`config.mk`:
```
export PLATFORM = sky130hd
export DESIGN_NAME = aes_trace_sequencer
export DESIGN_NICKNAME = d
export VERILOG_FILES = /design/src/rtl/aes_seq_pkg.sv /design/src/rtl/aes_seq_watchdog.sv /design/src/rtl/aes_trace_sequencer.sv
export SDC_FILE = /design/constraint.sdc
export NUM_CORES = 1
export LEC_CHECK = 0
export BUFFER_PORTS_ARGS = -buffer_cell sky130_fd_sc_hd__buf_2
export CORE_AREA = 2 2 321 323
export DETAILED_ROUTE_END_ITERATION = 10
export DIE_AREA = 0 0 323 325
export MAX_ROUTING_LAYER = met4
export PLACE_DENSITY = 0.38
export SLEW_MARGIN = 10
export SYNTH_ARGS = -nofsm -noshare
export SYNTH_HDL_FRONTEND = slang
export SYNTH_SLANG_ARGS = --single-unit
```
`constraint.sdc`:
```
create_clock -name CLK -period 4.5 [get_ports CLK]
set_input_delay 0.9 -clock CLK [delete_from_list [all_inputs] [get_ports CLK]]
set_output_delay 0.9 -clock CLK [all_outputs]
set_load 0.02 [all_outputs]
```
`src/rtl/aes_seq_pkg.sv`:
```
// Shared types and sizes for the AES trace-campaign sequencer.
// The state enum is ordered by the flow of a normal batch.
package aes_seq_pkg;

    localparam int KEY_W       = 128;
    localparam int CNT_W       = 16;
    localparam int DLY_W       = 8;
    localparam int WD_W        = 16;
    localparam int TIMEOUT_DEF = 1024;

    typedef enum logic [3:0] {
        ST_IDLE,
        ST_KEY_LOAD,
        ST_KEY_WAIT,
        ST_ARM,
        ST_LAUNCH,
        ST_DATA_WAIT,
        ST_NEXT,
        ST_DONE,
        ST_ERR
    } seq_state_e;

    // The scope trigger spans the launch strobe and the whole wait for ciphertext.
    function automatic logic is_trig_state(input seq_state_e s);
        return (s == ST_LAUNCH) || (s == ST_DATA_WAIT);
    endfunction

endpackage

```
`src/rtl/aes_seq_watchdog.sv`:
```
// Loadable down-counter shared by the core-response watchdog and the ARM delay.
// Counting stops at zero so the zero flag stays asserted until the next load.
module aes_seq_watchdog
    import aes_seq_pkg::*;
#(
    parameter int W = WD_W
) (
    input  logic         clk,
    input  logic         rst_n,
    input  logic         load,
    input  logic         en,
    input  logic [W-1:0] load_val,
    output logic         zero
);

    logic [W-1:0] cnt_q;
    logic [W-1:0] cnt_d;

    always_comb begin
        cnt_d = cnt_q;
        if (load) begin
            cnt_d = load_val;
        end else if (en && (cnt_q != '0)) begin
            cnt_d = cnt_q - 1'b1;
        end
    end

    always_ff @(posedge clk or negedge rst_n) begin
        if (!rst_n) begin
            cnt_q <= '0;
        end else begin
            cnt_q <= cnt_d;
        end
    end

    assign zero = (cnt_q == '0);

endmodule

```
`src/rtl/aes_trace_sequencer.sv`:
```
// Batch controller between the host interface and the AES core: one key load,
// then run_count triggered encryptions, optionally chaining ciphertext into plaintext.
module aes_trace_sequencer
    import aes_seq_pkg::*;
#(
    parameter int TIMEOUT = TIMEOUT_DEF
) (
    input  logic             CLK,
    input  logic             RSTn,
    input  logic             start,
    input  logic             abort,
    input  logic [KEY_W-1:0] key_in,
    input  logic [KEY_W-1:0] pt_in,
    input  logic [CNT_W-1:0] run_count,
    input  logic             chain_mode,
    input  logic [DLY_W-1:0] trig_delay,
    output logic [KEY_W-1:0] aes_kin,
    output logic [KEY_W-1:0] aes_din,
    output logic             aes_krdy,
    output logic             aes_drdy,
    output logic             aes_en,
    input  logic             aes_kvld,
    input  logic             aes_dvld,
    input  logic             aes_bsy,
    input  logic [KEY_W-1:0] aes_dout,
    output logic             trig,
    output logic [KEY_W-1:0] ct_out,
    output logic             ct_valid,
    output logic             busy,
    output logic             done,
    output logic [CNT_W-1:0] runs_done,
    output logic             timeout_err
);

    localparam logic [WD_W-1:0] WD_TIMEOUT = WD_W'(TIMEOUT - 1);

    seq_state_e       state_q, state_d;
    logic [KEY_W-1:0] key_q, key_d;
    logic [KEY_W-1:0] pt_q, pt_d;
    logic [KEY_W-1:0] ct_q, ct_d;
    logic [CNT_W-1:0] cnt_q, cnt_d;
    logic [CNT_W-1:0] runs_q, runs_d;
    logic [DLY_W-1:0] dly_q, dly_d;
    logic             chain_q, chain_d;
    logic             krdy_q, krdy_d;
    logic             drdy_q, drdy_d;
    logic             trig_q, trig_d;
    logic             ctv_q, ctv_d;
    logic             done_q, done_d;
    logic             busy_q, busy_d;
    logic             terr_q, terr_d;

    logic             wd_load, wd_en, wd_zero;
    logic [WD_W-1:0]  wd_val;
    logic [WD_W-1:0]  dly_ext;
    logic [CNT_W-1:0] runs_inc;

    assign dly_ext  = {{(WD_W - DLY_W){1'b0}}, dly_q};
    assign runs_inc = runs_q + 1'b1;

    aes_seq_watchdog #(.W(WD_W)) u_watchdog (
        .clk      (CLK),
        .rst_n    (RSTn),
        .load     (wd_load),
        .en       (wd_en),
        .load_val (wd_val),
        .zero     (wd_zero)
    );

    always_comb begin
        state_d = state_q;
        key_d   = key_q;
        pt_d    = pt_q;
        ct_d    = ct_q;
        cnt_d   = cnt_q;
        runs_d  = runs_q;
        dly_d   = dly_q;
        chain_d = chain_q;
        terr_d  = terr_q;
        ctv_d   = 1'b0;
        wd_load = 1'b0;
        wd_en   = 1'b0;
        wd_val  = WD_TIMEOUT;

        // abort wins over every core response, including a same-cycle aes_dvld
        if (abort && (state_q != ST_IDLE)) begin
            state_d = ST_IDLE;
        end else begin
            case (state_q)
                ST_IDLE: begin
                    if (start) begin
                        key_d   = key_in;
                        pt_d    = pt_in;
                        cnt_d   = run_count;
                        chain_d = chain_mode;
                        dly_d   = trig_delay;
                        runs_d  = '0;
                        terr_d  = 1'b0;
                        state_d = (run_count == '0) ? ST_DONE : ST_KEY_LOAD;
                    end
                end
                ST_KEY_LOAD: begin
                    state_d = ST_KEY_WAIT;
                    wd_load = 1'b1;
                end
                ST_KEY_WAIT: begin
                    if (aes_kvld) begin
                        state_d = ST_ARM;
                        wd_load = 1'b1;
                        wd_val  = dly_ext;
                    end else if (wd_zero) begin
                        state_d = ST_ERR;
                        terr_d  = 1'b1;
                    end else begin
                        wd_en = 1'b1;
                    end
                end
                ST_ARM: begin
                    if (wd_zero && !aes_bsy) begin
                        state_d = ST_LAUNCH;
                    end else begin
                        wd_en = 1'b1;
                    end
                end
                ST_LAUNCH: begin
                    state_d = ST_DATA_WAIT;
                    wd_load = 1'b1;
                end
                ST_DATA_WAIT: begin
                    if (aes_dvld) begin
                        ct_d    = aes_dout;
                        ctv_d   = 1'b1;
                        state_d = ST_NEXT;
                    end else if (wd_zero) begin
                        state_d = ST_ERR;
                        terr_d  = 1'b1;
                    end else begin
                        wd_en = 1'b1;
                    end
                end
                ST_NEXT: begin
                    runs_d = runs_inc;
                    if (chain_q) begin
                        pt_d = ct_q;
                    end
                    if (runs_inc == cnt_q) begin
                        state_d = ST_DONE;
                    end else begin
                        state_d = ST_ARM;
                        wd_load = 1'b1;
                        wd_val  = dly_ext;
                    end
                end
                ST_DONE:  state_d = ST_IDLE;
                ST_ERR:   state_d = ST_IDLE;
                default:  state_d = ST_IDLE;
            endcase
        end

        // Outputs are registered from the next state so they align with it.
        krdy_d = (state_d == ST_KEY_LOAD);
        drdy_d = (state_d == ST_LAUNCH);
        trig_d = is_trig_state(state_d);
        busy_d = (state_d != ST_IDLE);
        done_d = (state_d == ST_DONE);
    end

    always_ff @(posedge CLK or negedge RSTn) begin
        if (!RSTn) begin
            state_q <= ST_IDLE;
            key_q   <= '0;
            pt_q    <= '0;
            ct_q    <= '0;
            cnt_q   <= '0;
            runs_q  <= '0;
            dly_q   <= '0;
            chain_q <= 1'b0;
            krdy_q  <= 1'b0;
            drdy_q  <= 1'b0;
            trig_q  <= 1'b0;
            ctv_q   <= 1'b0;
            done_q  <= 1'b0;
            busy_q  <= 1'b0;
            terr_q  <= 1'b0;
        end else begin
            state_q <= state_d;
            key_q   <= key_d;
            pt_q    <= pt_d;
            ct_q    <= ct_d;
            cnt_q   <= cnt_d;
            runs_q  <= runs_d;
            dly_q   <= dly_d;
            chain_q <= chain_d;
            krdy_q  <= krdy_d;
            drdy_q  <= drdy_d;
            trig_q  <= trig_d;
            ctv_q   <= ctv_d;
            done_q  <= done_d;
            busy_q  <= busy_d;
            terr_q  <= terr_d;
        end
    end

    assign aes_kin     = key_q;
    assign aes_din     = pt_q;
    assign aes_krdy    = krdy_q;
    assign aes_drdy    = drdy_q;
    assign aes_en      = busy_q;
    assign trig        = trig_q;
    assign ct_out      = ct_q;
    assign ct_valid    = ctv_q;
    assign busy        = busy_q;
    assign done        = done_q;
    assign runs_done   = runs_q;
    assign timeout_err = terr_q;

endmodule
```
==> results.json <==
{
  "groute.usage.overall_pct": 14.4,
  "cts_resized": 0,
  "drive_gt1_share_pct": 52.4,
  "relSlewSlack_pct": 27.1,
  "crit_type": "reg -> reg",
  "ys_warn_count": 0,
  "tns_ns": 0,
  "outcome": "complete, no violations",
  "final.fill_count": 10900,
  "clock_latency_ns": 0.63,
  "post_cts_buffers": 0,
  "worst-path-max-fanout": 14,
  "synth_fp_nets": 1910,
  "floorplan.initialDensity_pct": 18.9,
  "num_rows": 117,
  "via_per_inst": 4.02,
  "io_pins": 824,
  "ys_ff_latch": 452,
  "drtPass1Iterations": 5,
  "path_clk_slew_ns": 0.06,
  "crit_path_start": "runs_done[0]",
  "area_delta_synth_final_pct": 40.0,
  "cts_buffers": 56,
  "fp.dieH_um": 325,
  "period_share_pct": 75.4,
  "hold_class": "in -> async",
  "die_w_um": 323,
  "final_core_util_pct": 26.4,
  "synthTopCellsByArea": "dfrtp_1 59%, mux2_2 17%, mux2i_1 7.2%",
  "synthFlopType": "dfrtp_1",
  "multi_input_area_um2": 7410,
  "start_kind": "flip-flop",
  "grt_pass1_wl_um": 109000,
  "wl_per_cell_um": 20.2,
  "rsz0062_at_grt": "no",
  "layout.nets": 2732,
  "grt_start_max_net_pins": 133,
  "r2r_cells": 8,
  "htreeDepth": 2,
  "drc": 0,
  "fp.coreArea_um2": 101000,
  "reg2reg_from": "runs_done[0]",
  "critPathRequiredTime_ns": 5.04,
  "regToRegEndpoint": "u_watchdog.cnt_q[5]",
  "synthTopCellsByCount": "452 x dfrtp_1, 281 x mux2_2, 159 x nor2_1, 139 x a21oi_1, 137 x mux2i_1",
  "tightestPinTransition_ns": 1.08,
  "endpoint": "u_watchdog.cnt_q[5]",
  "die_area_um2": 105000,
  "synth.distinct_cells": 63,
  "hold_viol_final": 0,
  "ys_seq_area_share_pct": 59.1,
  "route.met3.wl_um": 4810,
  "clkSinkCount": 452,
  "finalWirelength_um": 75400,
  "wl_met1_um": 29500,
  "gp_congestion": 0.835,
  "synth.avg_cell_area_um2": 12.8,
  "cts-root-buf": "clkbuf_16",
  "final-seq-area_um2": 11300,
  "cp-end-kind": "flip-flop",
  "vdd_drop_max_v": 0.000263,
  "arrival_ns": 3.94,
  "drv_cap": 0,
  "yosysMostFrequentCell": "dfrtp_1",
  "syn_area_um2": 19100,
  "maxSlewViolCount": 0,
  "grt_pass1_vias": 16000,
  "vias": 15000,
  "grt-ovfl-total": 0,
  "power_density_nw_per_um2": 632,
  "cts_hold_buf": 0,
  "synth_area_leader_cell": "dfrtp_1",
  "skew_ns": 0.0113,
  "cts_tree": "yes",
  "met2_length_um": 39500,
  "postSynthCellCount": 1491,
  "antenna_found_initial": 13,
  "synth.top_cell.area_share_pct": 59.1,
  "highest_layer": "met4",
  "antenna_left": 0,
  "min_period_ns": 3.39,
  "synth_edf_count": 0,
  "reg2reg_slack_ns": 1.11,
  "synthArstFlopShare_pct": 100,
  "fmax_mhz": 295,
  "port_buffers": 823,
  "setup_viol": 0,
  "dp_hpwl_um": 57500,
  "drt_iter0_markers": 763,
  "clk_path_buf_depth": 3,
  "leakage_nw": 12.4
}
==> sequential cells by signal, summed over array words and instances, names as in the netlist, 4 cells and up <==
signal / flops
runs_done: 16
cnt_q: 16
dly_q: 8
state_q: 4
u_watchdog.cnt_q: 16
aes_din: 128
aes_kin: 128
ct_out: 128
==> where the power goes <==
| part | switching (mW) | total [mW] | leakage [nW] | internal, mW |
|---|---|---|---|---|
| Combinational | 3.78 | 6.11 | 6.02 | 2.34 |
| Clock | 1.84 | 4.45 | 0.880 | 2.61 |
| Sequential | 0.887 | 6.36 | 5.47 | 5.47 |
| Total | 6.51 | 16.9 | 12.4 | 10.4 |
==> logic make-up (layout without fill, tap and decap cells) <==
group | after synthesis | in the layout | synth area share (%)
adder cells (fa/ha/maj) | 4 | 4 | 0.248
buffers and inverters | 104 | 966 | 2.35
AND/OR/NAND/NOR | 263 | 263 | 6.54
other | 0 | 14 | 0
multiplexers | 418 | 418 | 23.7
flip-flops | 452 | 452 | 59.1
XOR/XNOR | 35 | 35 | 1.60
AO/OA/AOI/OAI | 215 | 215 | 6.47
==> final cells by class <==
class	count	share of cell area [%]
Sequential cell	452	42.2
Multi-Input combinational cell	935	27.7
Timing Repair Buffer	856	16.8
Tap cell	1368	6.39
Clock buffer	88	6.32
Clock inverter	10	0.308
Inverter	12	0.168
Antenna cell	14	0.131
==> worst max-delay path, cell delays in order (launching register included) <==
cell,delay [ns]
dfrtp_1,0.47
ha_1,0.26
nand3_2,0.22
nor3_1,0.39
xnor2_1,0.16
o21ai_0,0.18
nor4b_4,0.85
a21o_1,0.51
mux2i_1,0.25
==> metal layers <==
metal  up-vias  global-route usage (%)
li1       6974                       -
met1      7540                    16.0
met2       398                    25.0
met3        94                    3.75
met4         0                    4.44
met5         -                       -
==> worst min path at each step <==
stage	to	slack [ns]
6_report	aes_kin[116]	0.29
5_1_grt	aes_kin[101]	0.32
4_1_cts	aes_kin[101]	0.31
3_5_place_dp	aes_kin[30]	0.49
3_3_place_gp	aes_kin[93]	0.48
2_1_floorplan	dly_q[7]	0.48
==> cell usage in the layout, fill, tap and decap left out, types with 5 or more instances in the layout <==
cell type  netlist  layout
clkinv_2         0       7
clkbuf_16        0      57
mux2_2         281     281
nand4_1          8       8
clkbuf_8         0      15
nand3_1         12      12
nor4_1          10       9
nor3_1           8       7
clkbuf_1        50      16
o31ai_1          8       8
buf_12           0      10
and3_1           7       7
xor2_1          15      15
nand2_1         23      23
buf_2           31     822
a211oi_1        10      10
dfrtp_1        452     452
buf_4            1      23
o21ai_0         26      26
diode_2          0      14
and2_1           5       5
mux2i_1        137     137
xnor2_1         20      20
nand2b_1         5       5
a21oi_1        139     139
inv_1           11      11
nor2_1         159     158
==> per-stage QoR <==
stage               setup WS, ns  std cells  power (mW)  hold slack [ns]  cell area (um^2)
floorplan                   1.96       1491        9.96            0.476             19100
CTS                         1.11       3721        17.3            0.307             26800
finish                      1.11       3735        16.9            0.290             26800
global route               0.825       3733        17.9            0.321             26800
global placement            1.15       3623        12.6            0.484             25000
detailed placement          1.13       3623        12.7            0.489             25000
Note: power is estimated with default switching activity, not from simulation.
